## src/rtl/regfile_writeback_arbiter.sv

```systemverilog
// Register-file write-port arbiter: merges a buffered ALU write stream and an
// unbuffered, higher-priority load write stream onto one registered write
// port, and publishes a per-register pending bitmap for issue-stage stalls.
module regfile_writeback_arbiter #(
  parameter int ADDR_W     = 5,
  parameter int XLEN       = 32,
  parameter int FIFO_DEPTH = 4
) (
  input  logic                           i_clk,
  input  logic                           i_rst,
  input  logic                           i_alu_valid,
  output logic                           o_alu_ready,
  input  logic [ADDR_W-1:0]              i_alu_rd,
  input  logic [XLEN-1:0]                i_alu_data,
  input  logic                           i_mem_valid,
  output logic                           o_mem_ready,
  input  logic [ADDR_W-1:0]              i_mem_rd,
  input  logic [XLEN-1:0]                i_mem_data,
  output logic                           o_rf_we,
  output logic [ADDR_W-1:0]              o_rf_wa,
  output logic [XLEN-1:0]                o_rf_wd,
  output logic [(2**ADDR_W)-1:0]         o_pending,
  output logic [$clog2(FIFO_DEPTH):0]    o_fifo_count
);

  localparam int PTR_W = $clog2(FIFO_DEPTH);
  localparam int CNT_W = PTR_W + 1;
  localparam int NREG  = 2**ADDR_W;
  localparam logic [CNT_W-1:0] DEPTH_C = CNT_W'(FIFO_DEPTH);

  // ALU write buffer; a per-slot valid bit keeps the pending scan simple
  logic [ADDR_W-1:0] r_fifo_rd   [FIFO_DEPTH];
  logic [XLEN-1:0]   r_fifo_data [FIFO_DEPTH];
  logic [FIFO_DEPTH-1:0] r_fifo_vld;
  logic [PTR_W-1:0]  r_wr_ptr;
  logic [PTR_W-1:0]  r_rd_ptr;
  logic [CNT_W-1:0]  r_count;

  logic              r_rf_we;
  logic [ADDR_W-1:0] r_rf_wa;
  logic [XLEN-1:0]   r_rf_wd;

  logic              w_ready;
  logic              w_push;
  logic              w_mem_wr;
  logic              w_pop;
  logic [NREG-1:0]   w_pending;

  // Handshake decode: readiness depends only on registered occupancy
  always_comb begin
    w_ready  = (r_count < DEPTH_C);
    w_push   = i_alu_valid && w_ready && (i_alu_rd != {ADDR_W{1'b0}});
    w_mem_wr = i_mem_valid && w_ready && (i_mem_rd != {ADDR_W{1'b0}});
    // A load to x0 is a bubble, so the buffer may drain under it
    w_pop    = !w_mem_wr && (r_count != {CNT_W{1'b0}});
  end

  // FIFO storage, pointers and occupancy
  always_ff @(posedge i_clk or posedge i_rst) begin
    if (i_rst) begin
      for (int i = 0; i < FIFO_DEPTH; i++) begin
        r_fifo_rd[i]   <= {ADDR_W{1'b0}};
        r_fifo_data[i] <= {XLEN{1'b0}};
      end
      r_fifo_vld <= {FIFO_DEPTH{1'b0}};
      r_wr_ptr   <= {PTR_W{1'b0}};
      r_rd_ptr   <= {PTR_W{1'b0}};
      r_count    <= {CNT_W{1'b0}};
    end else begin
      if (w_push) begin
        r_fifo_rd[r_wr_ptr]   <= i_alu_rd;
        r_fifo_data[r_wr_ptr] <= i_alu_data;
        r_wr_ptr              <= r_wr_ptr + PTR_W'(1);
      end
      if (w_pop) begin
        r_rd_ptr <= r_rd_ptr + PTR_W'(1);
      end
      // Slot valid bits: clear the head on pop, set the tail on push
      for (int i = 0; i < FIFO_DEPTH; i++) begin
        if (w_push && (r_wr_ptr == PTR_W'(i))) begin
          r_fifo_vld[i] <= 1'b1;
        end else if (w_pop && (r_rd_ptr == PTR_W'(i))) begin
          r_fifo_vld[i] <= 1'b0;
        end
      end
      case ({w_push, w_pop})
        2'b10:   r_count <= r_count + CNT_W'(1);
        2'b01:   r_count <= r_count - CNT_W'(1);
        default: r_count <= r_count;
      endcase
    end
  end

  // Registered write port: load first, then FIFO head, else idle holding addr/data
  always_ff @(posedge i_clk or posedge i_rst) begin
    if (i_rst) begin
      r_rf_we <= 1'b0;
      r_rf_wa <= {ADDR_W{1'b0}};
      r_rf_wd <= {XLEN{1'b0}};
    end else if (w_mem_wr) begin
      r_rf_we <= 1'b1;
      r_rf_wa <= i_mem_rd;
      r_rf_wd <= i_mem_data;
    end else if (w_pop) begin
      r_rf_we <= 1'b1;
      r_rf_wa <= r_fifo_rd[r_rd_ptr];
      r_rf_wd <= r_fifo_data[r_rd_ptr];
    end else begin
      r_rf_we <= 1'b0;
    end
  end

  // Pending bitmap from queued entries plus the write currently on the port
  always_comb begin
    w_pending = {NREG{1'b0}};
    for (int i = 0; i < FIFO_DEPTH; i++) begin
      w_pending[r_fifo_rd[i]] = w_pending[r_fifo_rd[i]] | r_fifo_vld[i];
    end
    w_pending[r_rf_wa] = w_pending[r_rf_wa] | r_rf_we;
    w_pending[0]       = 1'b0;
  end

  assign o_alu_ready  = w_ready;
  assign o_mem_ready  = w_ready;
  assign o_rf_we      = r_rf_we;
  assign o_rf_wa      = r_rf_wa;
  assign o_rf_wd      = r_rf_wd;
  assign o_pending    = w_pending;
  assign o_fifo_count = r_count;

  regfile_writeback_arbiter_chk #(
    .CNT_W      (CNT_W),
    .FIFO_DEPTH (FIFO_DEPTH)
  ) u_chk (
    .i_clk   (i_clk),
    .i_rst   (i_rst),
    .i_push  (w_push),
    .i_pop   (w_pop),
    .i_count (r_count)
  );

endmodule

// Simulation-only guard for illegal buffer operations
module regfile_writeback_arbiter_chk #(
  parameter int CNT_W      = 3,
  parameter int FIFO_DEPTH = 4
) (
  input logic             i_clk,
  input logic             i_rst,
  input logic             i_push,
  input logic             i_pop,
  input logic [CNT_W-1:0] i_count
);

  a_no_push_when_full: assert property (@(posedge i_clk) disable iff (i_rst)
    !(i_push && (i_count == CNT_W'(FIFO_DEPTH))));

  a_no_pop_when_empty: assert property (@(posedge i_clk) disable iff (i_rst)
    !(i_pop && (i_count == {CNT_W{1'b0}})));

endmodule

```

## config.mk

```make
export PLATFORM = sky130hd
export DESIGN_NAME = regfile_writeback_arbiter
export DESIGN_NICKNAME = d
export VERILOG_FILES = /design/src/rtl/regfile_writeback_arbiter.sv
export SDC_FILE = /design/constraint.sdc
export NUM_CORES = 1
export LEC_CHECK = 0
export ABC_CLOCK_PERIOD_IN_PS = 17980
export CAP_MARGIN = 10
export CORE_UTILIZATION = 55
export CTS_CLUSTER_SIZE = 24
export DETAILED_ROUTE_END_ITERATION = 12
export PLACE_DENSITY_LB_ADDON = 0.3
export SYNTH_ARGS = -nofsm -noshare
export SYNTH_HDL_FRONTEND = slang
export SYNTH_SLANG_ARGS = --single-unit
```

## constraint.sdc

```tcl
create_clock -name i_clk -period 17.98 [get_ports i_clk]
set_input_delay 1.798 -clock i_clk [delete_from_list [all_inputs] [get_ports i_clk]]
set_output_delay 1.798 -clock i_clk [all_outputs]
set_load 0.01 [all_outputs]
```

==> results of run 1 <==
==> path summary, 6_finish.rpt <==
check	from	end	depth (start not counted)
hold reg to reg	r_fifo_data[46]	r_fifo_data[46]	1
setup reg to reg	o_fifo_count[2]	o_fifo_count[2]	9
hold / removal	r_fifo_data[46]	r_fifo_data[46]	1
setup / recovery	r_fifo_rd[11]	o_pending[3]	16
max in group asynchronous	i_rst	o_rf_wd[7]	3
min in group asynchronous	i_rst	r_fifo_rd[0]	2
==> power groups by stage <==
| stage | Clock [mW] | Sequential, mW | Combinational, mW |
|---|---|---|---|
| floorplan | 0 | 0.786 | 1.15 |
| detailed placement | 0 | 0.952 | 1.51 |
| finish | 0.365 | 0.966 | 1.55 |
| global placement | 0 | 0.931 | 1.50 |
| global route | 0.387 | 0.993 | 1.66 |
| CTS | 0.370 | 0.953 | 1.53 |
==> final cells by class <==
cell class	count	area (µm²)	share of cell area, %
multi-input cells	1023	7697	50.42
well taps	319	399.1	2.614
clock inverters	13	140.1	0.9179
repair buffers	161	1587	10.39
flip-flops and latches	197	4932	32.31
clock buffers	18	429.2	2.811
inverters	20	82.58	0.5409
==> cell usage after synthesis (all sizes together) (11+ instances only) <==
master / instances / area share (%)
nand2: 120 / 3.4
nor2b: 18 / 0.85
inv: 20 / 0.57
nor3: 24 / 0.95
a31oi: 17 / 0.81
dfrtp: 197 / 37
a21oi: 77 / 2.9
clkbuf: 67 / 1.9
a211oi: 13 / 0.78
mux2: 153 / 13
buf: 49 / 2.0
o211ai: 27 / 1.5
o22ai: 15 / 0.76
nor2: 133 / 3.8
xnor2: 11 / 0.73
o31ai: 11 / 0.66
nand2b: 12 / 0.57
o21ai: 57 / 2.2
and2: 15 / 0.71
nand4: 16 / 0.76
mux4: 37 / 6.3
nand3: 32 / 1.3
a32oi: 11 / 0.79
mux2i: 52 / 3.9
==> cells by family after synthesis <==
kind of cell	count (synthesis)
DFF	197
AOI/OAI and AO/OA	318
adders and majority gates	10
xor gates and xnor gates	13
other	1
muxes	242
buffers and inverters	136
and+or+nand+nor	439
==> sequential cells by signal, indices dropped and copies added, names as in the netlist <==
signal / cells
o_fifo_count: 3
o_rf_wa: 5
o_rf_wd: 32
o_rf_we: 1
r_fifo_data: 128
r_fifo_rd: 20
r_fifo_vld: 4
r_rd_ptr: 2
r_wr_ptr: 2
==> layer usage <==
metal	GRT usage [%]	wire length, µm
met5	0	0
met4	19.93	2417
met3	5.982	3380
met2	60.85	21370
met1	45.39	16240
==> worst max-delay path, cell delays in order, from the launching register on <==
cell	delay [ns]
dfrtp_1	0.92
nor2_1	0.36
a22oi_1	0.66
o21a_1	0.19
nand4_1	0.21
o21a_1	0.31
nor3_1	0.43
a211oi_1	0.19
nor3_1	0.37
and3_1	0.82
nand3_2	0.31
a2111oi_0	0.52
a211oi_1	0.16
nor4_4	0.75
buf_4	0.35
a31oi_1	0.12
clkdlybuf4s50_1	0.51
==> results.json, run 1 <==
{
  "post-route-period-util_pct": 52.39,
  "die_w_um": 156.8,
  "slew_violations": 0,
  "ys_seq_area_share_pct": 37.38,
  "synth_fa_ha_area_share_pct": 1.006,
  "synthXorXnorAreaFrac_pct": 0.8634,
  "synthesis.area_um2": 13190,
  "ys_warn_count": 0,
  "path_max_fanout": 26,
  "finalInstanceArea_um2": 15270,
  "setup_tns_ns": 0,
  "antenna_found_initial": 0,
  "drc": 0,
  "regToRegSetupSlack_ns": 15.27,
  "status": "finished clean",
  "root_buffer": "clkbuf_16",
  "coreArea_um2": 23470,
  "finalWorstSetupSlack_ns": 8.560,
  "critPathLaunchType": "flip-flop",
  "place.gp.congestion": 1.061,
  "rsz0062_at_grt": "false",
  "drive_gt1_share_pct": 18.58,
  "clock-sinks": 197,
  "stdcell_count": 1751,
  "p_per_area_nw_per_um2": 188.8,
  "fin_crit_ns": 9.420,
  "drt-pass1-iter-count": 8,
  "worst_pin_slew_ns": 1.127,
  "drt-total-wl_um": 43410,
  "dr.first_iter.drc_count": 1219,
  "die_h_um": 156.8,
  "layout_common_cells": "dfrtp_1, mux2_2, clkdlybuf4s50_1",
  "cts_setup_buffers": 0,
  "power_mw": 2.883,
  "io_pins": 153,
  "fill_cells": 1857,
  "numCtsBuffers": 17,
  "dpl_cell_area_um2": 14700,
  "cts_tree": "done",
  "clock_latency_ns": 0.43,
  "cts-resized-gates": 0,
  "synth_seq_cells": 197,
  "vias": 11832,
  "grt_max_degree": 147,
  "final_util_pct": 65.04,
  "swShare_pct": 45.37,
  "slew_headroom_pct": 24.30,
  "syn_avg_cell_area_um2": 9.725,
  "finClkSkew_ns": 0.01669,
  "areaGrowthSynthToFinish_pct": 15.77,
  "overflow": 0,
  "power_frac_comb_pct": 53.8,
  "port_buffers": 151,
  "seq_power_share_pct": 33.5,
  "final_common_cell": "dfrtp_1",
  "p_leak_nw": 5.791,
  "ir_drop_mv": 0.1146,
  "syn_inst": 1356,
  "hold_ws_ns": 0.5040,
  "maxCapViolations": 0,
  "yosysUniqueCellTypes": 93,
  "clockPowerShare_pct": 12.7,
  "dp_hpwl_um": 30470,
  "finalHoldViolCount": 0,
  "cp.arrival_ns": 7.62,
  "dieArea_um2": 24600,
  "p_int_mw": 1.575,
  "async_flop_share_pct": 100.0,
  "critical_path_class": "reg2out",
  "clockBufferDepth": 2,
  "start_util_pct": 56.18,
  "cts_hold_buffers": 0,
  "synth_edf_count": 0,
  "routedWlPerCell_um": 24.79,
  "finalSetupViolations": 0,
  "synth-main-ff-cell": "dfrtp_1",
  "diodes": 0,
  "grt_pass1_vias": 11604,
  "required_ns": 16.18,
  "pre_cts_ws_ns": 9.398,
  "synthMuxAreaShare_pct": 23.33,
  "fmax_mhz": 106.2,
  "synth_compound_area_share_pct": 16.53,
  "dp.cells": 1720,
  "nNetsFinal": 1508,
  "synth_top_family_by_area": "multiplexers",
  "hold_class": "reg2reg",
  "endpoint_kind": "output pin",
  "ctsHtreeMaxLevel": 4,
  "grt_first_pass_wirelength_um": 67670,
  "postRouteAntennaNets": 0,
  "synth-simple-area-share_pct": 16.35,
  "syn_nets": 1444,
  "clkTransAtPathRegs_ns": 0.07,
  "grt_util_all_layers_pct": 36.54,
  "switchingPower_mw": 1.308,
  "rows": 56,
  "viasPerCell": 6.757
}
Power figures use the tool's default switching activity.
==> run 2, diff against run 1 <==
--- a/config.mk
+++ b/config.mk
@@ -5,7 +5,7 @@
 export SDC_FILE = /design/constraint.sdc
 export NUM_CORES = 1
 export LEC_CHECK = 0
-export ABC_CLOCK_PERIOD_IN_PS = 17980
+export ABC_CLOCK_PERIOD_IN_PS = 8740
 export CAP_MARGIN = 10
 export CORE_UTILIZATION = 55
 export CTS_CLUSTER_SIZE = 24
==> constraint.sdc (replaced) <==
create_clock -name i_clk -period 8.74 [get_ports i_clk]
set_input_delay 0.874 -clock i_clk [delete_from_list [all_inputs] [get_ports i_clk]]
set_output_delay 0.874 -clock i_clk [all_outputs]
set_load 0.01 [all_outputs]
==> run 2 against run 1 <==
Against the previous run: combinational power grew 110%; sequential power grew 100%; total power grew 110%; clock skew shrank 0.0026 ns; sequential share of layout area shrank 0.056 points.
==> results.json, run 2 (synthesis results as in run 1) <==
{
  "cts-resized-gates": 0,
  "dr.first_iter.drc_count": 1094,
  "areaGrowthSynthToFinish_pct": 15.97,
  "cp.arrival_ns": 7.46,
  "largest_reg_flops": 128,
  "numCtsBuffers": 17,
  "drt-total-wl_um": 43910,
  "finClkSkew_ns": 0.01410,
  "fin_crit_ns": 8.336,
  "start_util_pct": 56.18,
  "cp.depth": 16,
  "root_buffer": "clkbuf_16",
  "crit_path_top_delay_cell": "nor4_4",
  "drc": 0,
  "io_pins": 153,
  "p_leak_nw": 5.810,
  "fmax_mhz": 120.0,
  "finalSetupViolations": 0,
  "rr_worst_depth": 11,
  "status": "finished clean",
  "dp.cells": 1722,
  "nNetsFinal": 1510,
  "clkTransAtPathRegs_ns": 0.08,
  "slew_violations": 0,
  "port_buffers": 151,
  "grt_pass1_vias": 11613,
  "rsz0062_at_grt": "false",
  "grt_max_degree": 135,
  "crit_chain": "nand2b_1 > nor2_1 > a221oi_1 > o31ai_1 > a221oi_1 > nor3_1 > a211oi_1 > nor3_1 > and3_1 > and4_1 > nand3b_1 > a221oi_2 > nor4_4 > buf_4 > o22ai_1 > clkdlybuf4s50_1",
  "critPathBufInv": 2,
  "critPathLaunchType": "flip-flop",
  "cpPeakStageDelay_ns": 0.87,
  "clock_latency_ns": 0.44,
  "dp_hpwl_um": 32070,
  "holdPathStages": 1,
  "coreArea_um2": 23470,
  "maxCapViolations": 0,
  "dieArea_um2": 24600,
  "antenna_found_initial": 1,
  "slew_headroom_pct": 25.65,
  "rows": 56,
  "critical_path_class": "reg2out",
  "vias": 11771,
  "stdcell_count": 1753,
  "critPathTopFamily": "simple AND/OR/NAND/NOR gates",
  "drt-pass1-iter-count": 8,
  "ir_drop_mv": 0.2403,
  "layout_common_cells": "dfrtp_1, mux2_2, clkdlybuf4s50_1",
  "path_max_fanout": 23,
  "ctsHtreeMaxLevel": 4,
  "viasPerCell": 6.715,
  "clock-sinks": 197,
  "diodes": 0,
  "clockBufferDepth": 2,
  "place.gp.congestion": 1.053,
  "postRouteAntennaNets": 0,
  "post-route-period-util_pct": 95.38,
  "endpoint_kind": "output pin",
  "regMostFlops": "r_fifo_data",
  "finalHoldViolCount": 0,
  "die_h_um": 156.8,
  "p_per_area_nw_per_um2": 389.1,
  "setup_tns_ns": 0,
  "drive_gt1_share_pct": 18.76,
  "worst_pin_slew_ns": 1.111,
  "grt_first_pass_wirelength_um": 68030,
  "hold_class": "reg2reg",
  "grt_util_all_layers_pct": 37.04,
  "final_common_cell": "dfrtp_1",
  "cts_tree": "done",
  "required_ns": 7.87,
  "routedWlPerCell_um": 25.05,
  "overflow": 0,
  "die_w_um": 156.8
}
run 2: cell count changes in the layout (fill, tap and decap cells not counted):
cell / previous run / this run
inv_6: 1 / 4
buf_4: 10 / 12
clkbuf_1: 1 / 0
clkinv_4: 4 / 3
clkinv_8: 2 / 3
clkinvlp_4: 1 / 0
inv_8: 6 / 5
run 2: what timing repair did:
| action | in CTS | in global routing |
|---|---|---|
| hold buffers | 0 | 0 |
| buffers inserted | 0 | 0 |
| setup endpoints to repair | 0 | 14 |
| endpoints found under the hold margin | 0 | 0 |
run 2: metrics by stage:
stage	power, mW	worst slack [ns]	hold WS [ns]	utilization [%]	instance area [µm²]
after detailed placement	5.106	1.080	0.4882	62.68	14710
final	5.951	0.4041	0.5037	65.15	15290
after global routing	6.272	0.05282	0.5171	65.15	15290
after CTS	5.895	0.5983	0.5066	65.15	15290
after global placement	5.033	1.058	0.4749	62.68	14710
after floorplan	3.977	2.497	0.4455	-	13190
run 2: cell type report:
type | instances | area (µm²)
Tap cell | 319 | 399.1
Sequential cell | 197 | 4932
Multi-Input combinational cell | 1023 | 7697
Inverter | 20 | 82.58
Timing Repair Buffer | 163 | 1602
Fill cell | 1827 | 8179
Clock buffer | 17 | 425.4
Clock inverter | 14 | 155.1
run 2: per-layer routing:
metal / vias up / wire [µm] / global-route usage (%)
li1: 5216 / - / -
met1: 5752 / 16490 / 44.46
met2: 620 / 21490 / 62.03
met3: 183 / 2958 / 6.231
met4: 0 / 2968 / 23.16
met5: - / 0 / 0
run 2: worst paths after layout:
path | startpoint | endpoint | slack, ns
max | r_fifo_rd[10] | o_pending[26] | 0.40
min | r_fifo_data[23] | r_fifo_data[23] | 0.50
max reg2reg | o_fifo_count[2] | o_fifo_count[2] | 5.44
min reg2reg | r_fifo_data[23] | r_fifo_data[23] | 0.50
max in group asynchronous | i_rst | r_fifo_data[0] | 6.31
min in group asynchronous | i_rst | r_fifo_rd[6] | 0.99
run 2: where the power goes:
group / switching [mW] / internal (mW) / leakage [nW] / total (mW)
logic: 1.74 / 1.49 / 3.17 / 3.23
registers: 0.581 / 1.38 / 2.36 / 1.96
clock network: 0.380 / 0.383 / 0.285 / 0.763
total: 2.71 / 3.25 / 5.81 / 5.95
==> run 3, diff against run 2 <==
--- a/config.mk
+++ b/config.mk
@@ -10,6 +10,7 @@
 export CORE_UTILIZATION = 55
 export CTS_CLUSTER_SIZE = 24
 export DETAILED_ROUTE_END_ITERATION = 12
+export DONT_BUFFER_PORTS = 1
 export PLACE_DENSITY_LB_ADDON = 0.3
 export SYNTH_ARGS = -nofsm -noshare
 export SYNTH_HDL_FRONTEND = slang
==> run 3 against run 2 <==
Against the previous run: count of clock-buffer cells in the layout is 1 higher; clock skew is 0.011 ns higher; worst setup slack better by 0.52 ns; critical endpoint is now o_pending[14]; via count is 6.2% lower; combinational power is 15% lower; largest cell class unchanged; first-iteration DRC count is 6.4% higher; highest routed layer unchanged.
==> results.json, run 3 (synthesis results as in run 1) <==
{
  "required_ns": 7.87,
  "dieArea_um2": 24600,
  "status": "finished clean",
  "setup_tns_ns": 0,
  "path_max_fanout": 26,
  "dr.first_iter.drc_count": 1164,
  "finalHoldViolCount": 0,
  "finClkSkew_ns": 0.02510,
  "grt_util_all_layers_pct": 34.59,
  "start_util_pct": 56.18,
  "cts_setup_buffers": 0,
  "dp_hpwl_um": 29270,
  "drc": 0,
  "grt_first_pass_wirelength_um": 63850,
  "coreArea_um2": 23470,
  "drt-total-wl_um": 41390,
  "nNetsFinal": 1357,
  "grt_pass1_vias": 10807,
  "viasPerCell": 6.898,
  "critical_path_class": "reg2out",
  "rows": 56,
  "timing.rr.start": "o_fifo_count[2]",
  "worst_pin_slew_ns": 1.266,
  "post-route-period-util_pct": 89.39,
  "clkTransAtPathRegs_ns": 0.08,
  "finalSetupViolations": 0,
  "drive_gt1_share_pct": 20.77,
  "critPathLaunchType": "flip-flop",
  "cts_tree": "done",
  "cts-resized-gates": 0,
  "cp.arrival_ns": 6.94,
  "routedWlPerCell_um": 25.87,
  "regMostFlops": "r_fifo_data",
  "root_buffer": "clkbuf_16",
  "clock_latency_ns": 0.44,
  "rr_worst_depth": 9,
  "die_w_um": 156.8,
  "hold_ws_ns": 0.4662,
  "rsz0062_at_grt": "false",
  "timing.rr.end": "o_fifo_count[2]",
  "antenna_found_initial": 0,
  "largest_reg_flops": 128,
  "io_pins": 153,
  "final_common_cell": "dfrtp_1",
  "fin_crit_ns": 7.812,
  "p_per_area_nw_per_um2": 402.9,
  "drt-pass1-iter-count": 6,
  "place.gp.congestion": 1.086,
  "maxCapViolations": 0,
  "postRouteAntennaNets": 0,
  "clockBufferDepth": 2,
  "regToRegSetupSlack_ns": 5.97,
  "numCtsBuffers": 17,
  "endpoint_kind": "output pin",
  "die_h_um": 156.8,
  "slew_headroom_pct": 14.54,
  "slew_violations": 0,
  "cts_hold_buffers": 0,
  "grt_max_degree": 135,
  "layout_common_cells": "dfrtp_1, mux2_2, nor2_1",
  "ctsHtreeMaxLevel": 4,
  "port_buffers": 0,
  "diodes": 0,
  "vias": 11036,
  "fmax_mhz": 128.0,
  "ir_drop_mv": 0.2713,
  "hold_class": "in2async",
  "areaGrowthSynthToFinish_pct": 4.241,
  "clock-sinks": 197,
  "p_leak_nw": 5.217,
  "overflow": 0
}
==> run 3: cell type report <==
class                      count  area [µm²]
clock buffer                  18       429.2
tap                          319       399.1
fill                        1946        9726
multi-input combinational   1023        7697
sequential                   197        4932
timing repair buffer          10       75.07
inverter                      20       82.58
clock inverter                13       131.4
==> run 3: routing by layer <==
metal | vias up | track usage [%] | share of wire, % | wire length, µm
li1 | 4899 | - | - | -
met1 | 5448 | 43.91 | 40 | 16430
met2 | 553 | 56.68 | 48 | 19830
met3 | 136 | 6.259 | 7.5 | 3120
met4 | 0 | 17.55 | 4.9 | 2009
met5 | - | 0 | 0 | 0
==> run 3: power breakdown <==
group	switching [mW]	total [mW]	internal (mW)
sequential	0.655	2.03	1.38
combinational	1.58	2.76	1.18
clock	0.369	0.748	0.379
total	2.61	5.54	2.93
==> run 3: worst max-delay path: stages (launching register included) <==
cell and delay [ns]:
dfrtp_1 0.88, nand2_1 0.55, o211ai_1 0.33, o211ai_1 0.14
o31ai_1 0.39, a221o_1 0.34, and3_1 0.37, o211ai_1 0.14
nor3_1 0.33, and3_1 0.80, nand3_2 0.32, o41ai_1 0.41
a211oi_1 0.16, nor4_4 0.78, buf_4 0.35, mux2i_1 0.17
==> run 3: per-stage QoR <==
stage                     setup slack (ns)  cell area (µm²)  total power, mW  instances  util [%]
after global routing                0.5499            13750            5.851       1600     58.57
after global placement               1.732            13190            4.644       1569     56.18
final                               0.9275            13750            5.539       1600     58.57
after CTS                            1.173            13750            5.481       1600     58.57
after floorplan                      2.497            13190            3.977       1356         -
after detailed placement             1.681            13190            4.725       1569     56.18
==> run 3: worst max path at each step <==
stage,start,end,depth (start not counted)
after floorplan,i_rst,o_fifo_count[0],1
after global placement,r_fifo_rd[11],o_pending[3],15
after global routing,r_fifo_rd[11],o_pending[15],15
after CTS,r_fifo_rd[11],o_pending[3],15
after detailed placement,r_fifo_rd[11],o_pending[15],15
final,r_fifo_rd[11],o_pending[14],15
==> variant, RTL diff (flow settings as in run 2) <==
Put one more register stage on the output `o_fifo_count`, without a reset. The value now appears one clock later. The other outputs are not delayed to match.
--- a/src/rtl/regfile_writeback_arbiter.sv
+++ b/src/rtl/regfile_writeback_arbiter.sv
@@ -127,5 +127,7 @@
   assign o_rf_wd      = r_rf_wd;
   assign o_pending    = w_pending;
-  assign o_fifo_count = r_count;
+  always_ff @(posedge i_clk) begin
+    o_fifo_count <= r_count;
+  end
 
   regfile_writeback_arbiter_chk #(
Formal check against the unedited RTL: not equivalent (Yosys sat finds a counterexample within 4 cycles, from zero or initial values and one cycle with i_rst high).
==> variant against run 2 <==
Clock skew is 0.0013 ns higher; wire length is 13% lower; worst setup slack better by 0.40 ns; global-route usage is 4.3 points lower; power is 3.6% lower; final area is 2.5% lower; sequential cell count is 3 higher; area after synthesis is 3.3% lower; largest cell class unchanged; highest routed layer unchanged.
==> variant: results (changes against run 2) <==
status=completed; worst hold path type=reg -> reg; Reg clk slew, reported paths=0.08 ns (about the same); worst-path fanout max=19 (-17%); commonest cells in the netlist=dfrtp_1, mux2_2, nor2_1, nand2_1, a21oi_1; first-pass GRT wire length=60,000 um (-12%); All-Layer GR Usage=32.75% (-4.3 points); root buf cell=clkbuf_16; # resized after CTS=0 (unchanged); ranking of synthesized cells by area=dfrtp_1, mux2_2, mux4_2; average routed wire per standard cell=23.20 um (-7.4%); Largest register FFs=128 (unchanged); DPL Wire Length=26,640 um (-17%); placed cells=1,613 (-6.3%); Port Buf Inserts=151 (unchanged); DR vias=10,720 (-9.0%); Top reg by flops=r_fifo_data; Crit. Startpoint=r_fifo_rd[12]; initial DRC count=1,074 (-1.8%); # H-tree levels=4 (unchanged); antenna violations before repair=0 (-1); Synth warnings=0 (unchanged); GPL Wtd Cong=1.037 (-1.5%); Synth cell types=89 (-4.3%); hold_ws=0.4371 ns (-0.06661 ns); sequential area share after synthesis=39.12% (+1.7 points); asr flop ratio synth=98.50% (-1.5 points); Peak VDD IR=0.0002026 V (-16%); drt first pass iters=6 (-2); hold path start=r_count[1]; antenna diode count=0 (unchanged); Top FF cell, synth=dfrtp_1; Sw Ratio=42.91% (-2.5 points); skew final=0.01541 ns (+0.001310 ns); Post-Route WL=38,160 um (-13%); Mapped Cells=1,268 (-6.5%); Reg-to-Reg Start=r_count[2]; CTS buffer count=17 (unchanged); Bufs on Longest Clock Path=2 (unchanged); worst-skew pair later-pin latency=0.44 ns (about the same); Reg2Reg Setup Slack=6.16 ns (+0.72 ns); Mapped Nets=1,356 (-6.1%); CP Data Arrival Time=7.06 ns (-0.40 ns); largest net degree at the start of global routing=140 (+3.7%); number of global-route vias before repair=10,470 (-9.8%); Slew @ Worst Pin=1.091 ns (-0.01993 ns); Setup Fix Bufs, Post-CTS=0 (unchanged); share of cells above drive strength 1=19.93% (+1.2 points); static leakage=0.005756 uW (-0.92%); Hold Buf Count CTS=0 (unchanged)
-- variant: cell count changes after synthesis, sizes merged, moves of 6 or more --
cell,delta
a211oi,+12
a32oi,-11
buf,-8
and3,-8
o21a,-7
o311ai,-7
mux2i,+6
o211ai,-18
nand3,-14
nand2,-7
clkbuf,-6
-- variant: power groups by stage --
stage | Combinational [uW] | Sequential [uW] | Clock [uW]
after CTS | 3000 | 1910 | 806
after floorplan | 2210 | 1650 | 0
after global placement | 2930 | 1870 | 0
final | 3020 | 1930 | 791
after global routing | 3230 | 1990 | 840
after detailed placement | 2960 | 1920 | 0
-- variant: cell type report --
cell class	instances	area [um^2]
Clock inverter	15	182.7
Fill cell	1751	7801
Tap cell	285	356.6
Clock buffer	17	425.4
Timing Repair Buffer	162	1594
Inverter	15	63.81
Multi-Input combinational cell	951	7295
Sequential cell	200	4991
-- variant: kinds of logic (layout without fill, tap and decap cells) --
| family | after synthesis | after routing | share of synthesized area, % |
|---|---|---|---|
| muxes | 250 | 250 | 24.86 |
| adders and majority gates | 10 | 10 | 1.040 |
| buffers and inverters | 117 | 209 | 3.904 |
| AOI/OAI and AO/OA | 268 | 268 | 13.86 |
| DFF | 200 | 200 | 39.12 |
| other | 1 | 1 | 0.02940 |
| and+or+nand+nor | 409 | 409 | 16.30 |
| xor gates and xnor gates | 13 | 13 | 0.8926 |
-- variant: final timing paths --
path / to / cells past startpoint
hold / removal: o_fifo_count[1] / 0
min in group asynchronous: o_rf_wd[25] / 2
max in group asynchronous: r_fifo_data[123] / 3
setup reg to reg: r_count[2] / 10
setup / recovery: o_pending[10] / 18
hold reg to reg: o_fifo_count[1] / 0
-- variant: worst max-delay path, cell delays in order (launching register included) --
cell	delay, ns
dfrtp_1	0.62
nand3b_1	0.33
nor3_1	0.25
mux2_2	0.38
o32ai_1	0.38
a21oi_1	0.28
nor4_4	0.85
nor3_1	0.20
a2111oi_4	0.38
nand4_2	0.20
nor3_4	0.19
buf_4	0.25
nand3_1	0.27
buf_4	0.28
mux2i_1	0.24
a211oi_1	0.16
a211oi_4	0.65
mux2i_1	0.19
clkdlybuf4s50_1	0.53
-- variant: per-layer routing --
metal  wire length (um)  track usage, %
met2              19160           56.19
met3               2255           4.903
met1              15260           41.53
met5                  0               0
met4               1484           13.77
-- variant: metrics by stage --
| stage | worst slack (ns) | area, um^2 | utilization (%) |
|---|---|---|---|
| global route | 0.3249 | 14910 | 65.65 |
| global placement | 1.596 | 14300 | 62.97 |
| finish | 0.8018 | 14910 | 65.65 |
| CTS | 0.8902 | 14910 | 65.65 |
| detailed placement | 1.400 | 14300 | 62.97 |
| floorplan | 2.497 | 12760 | - |
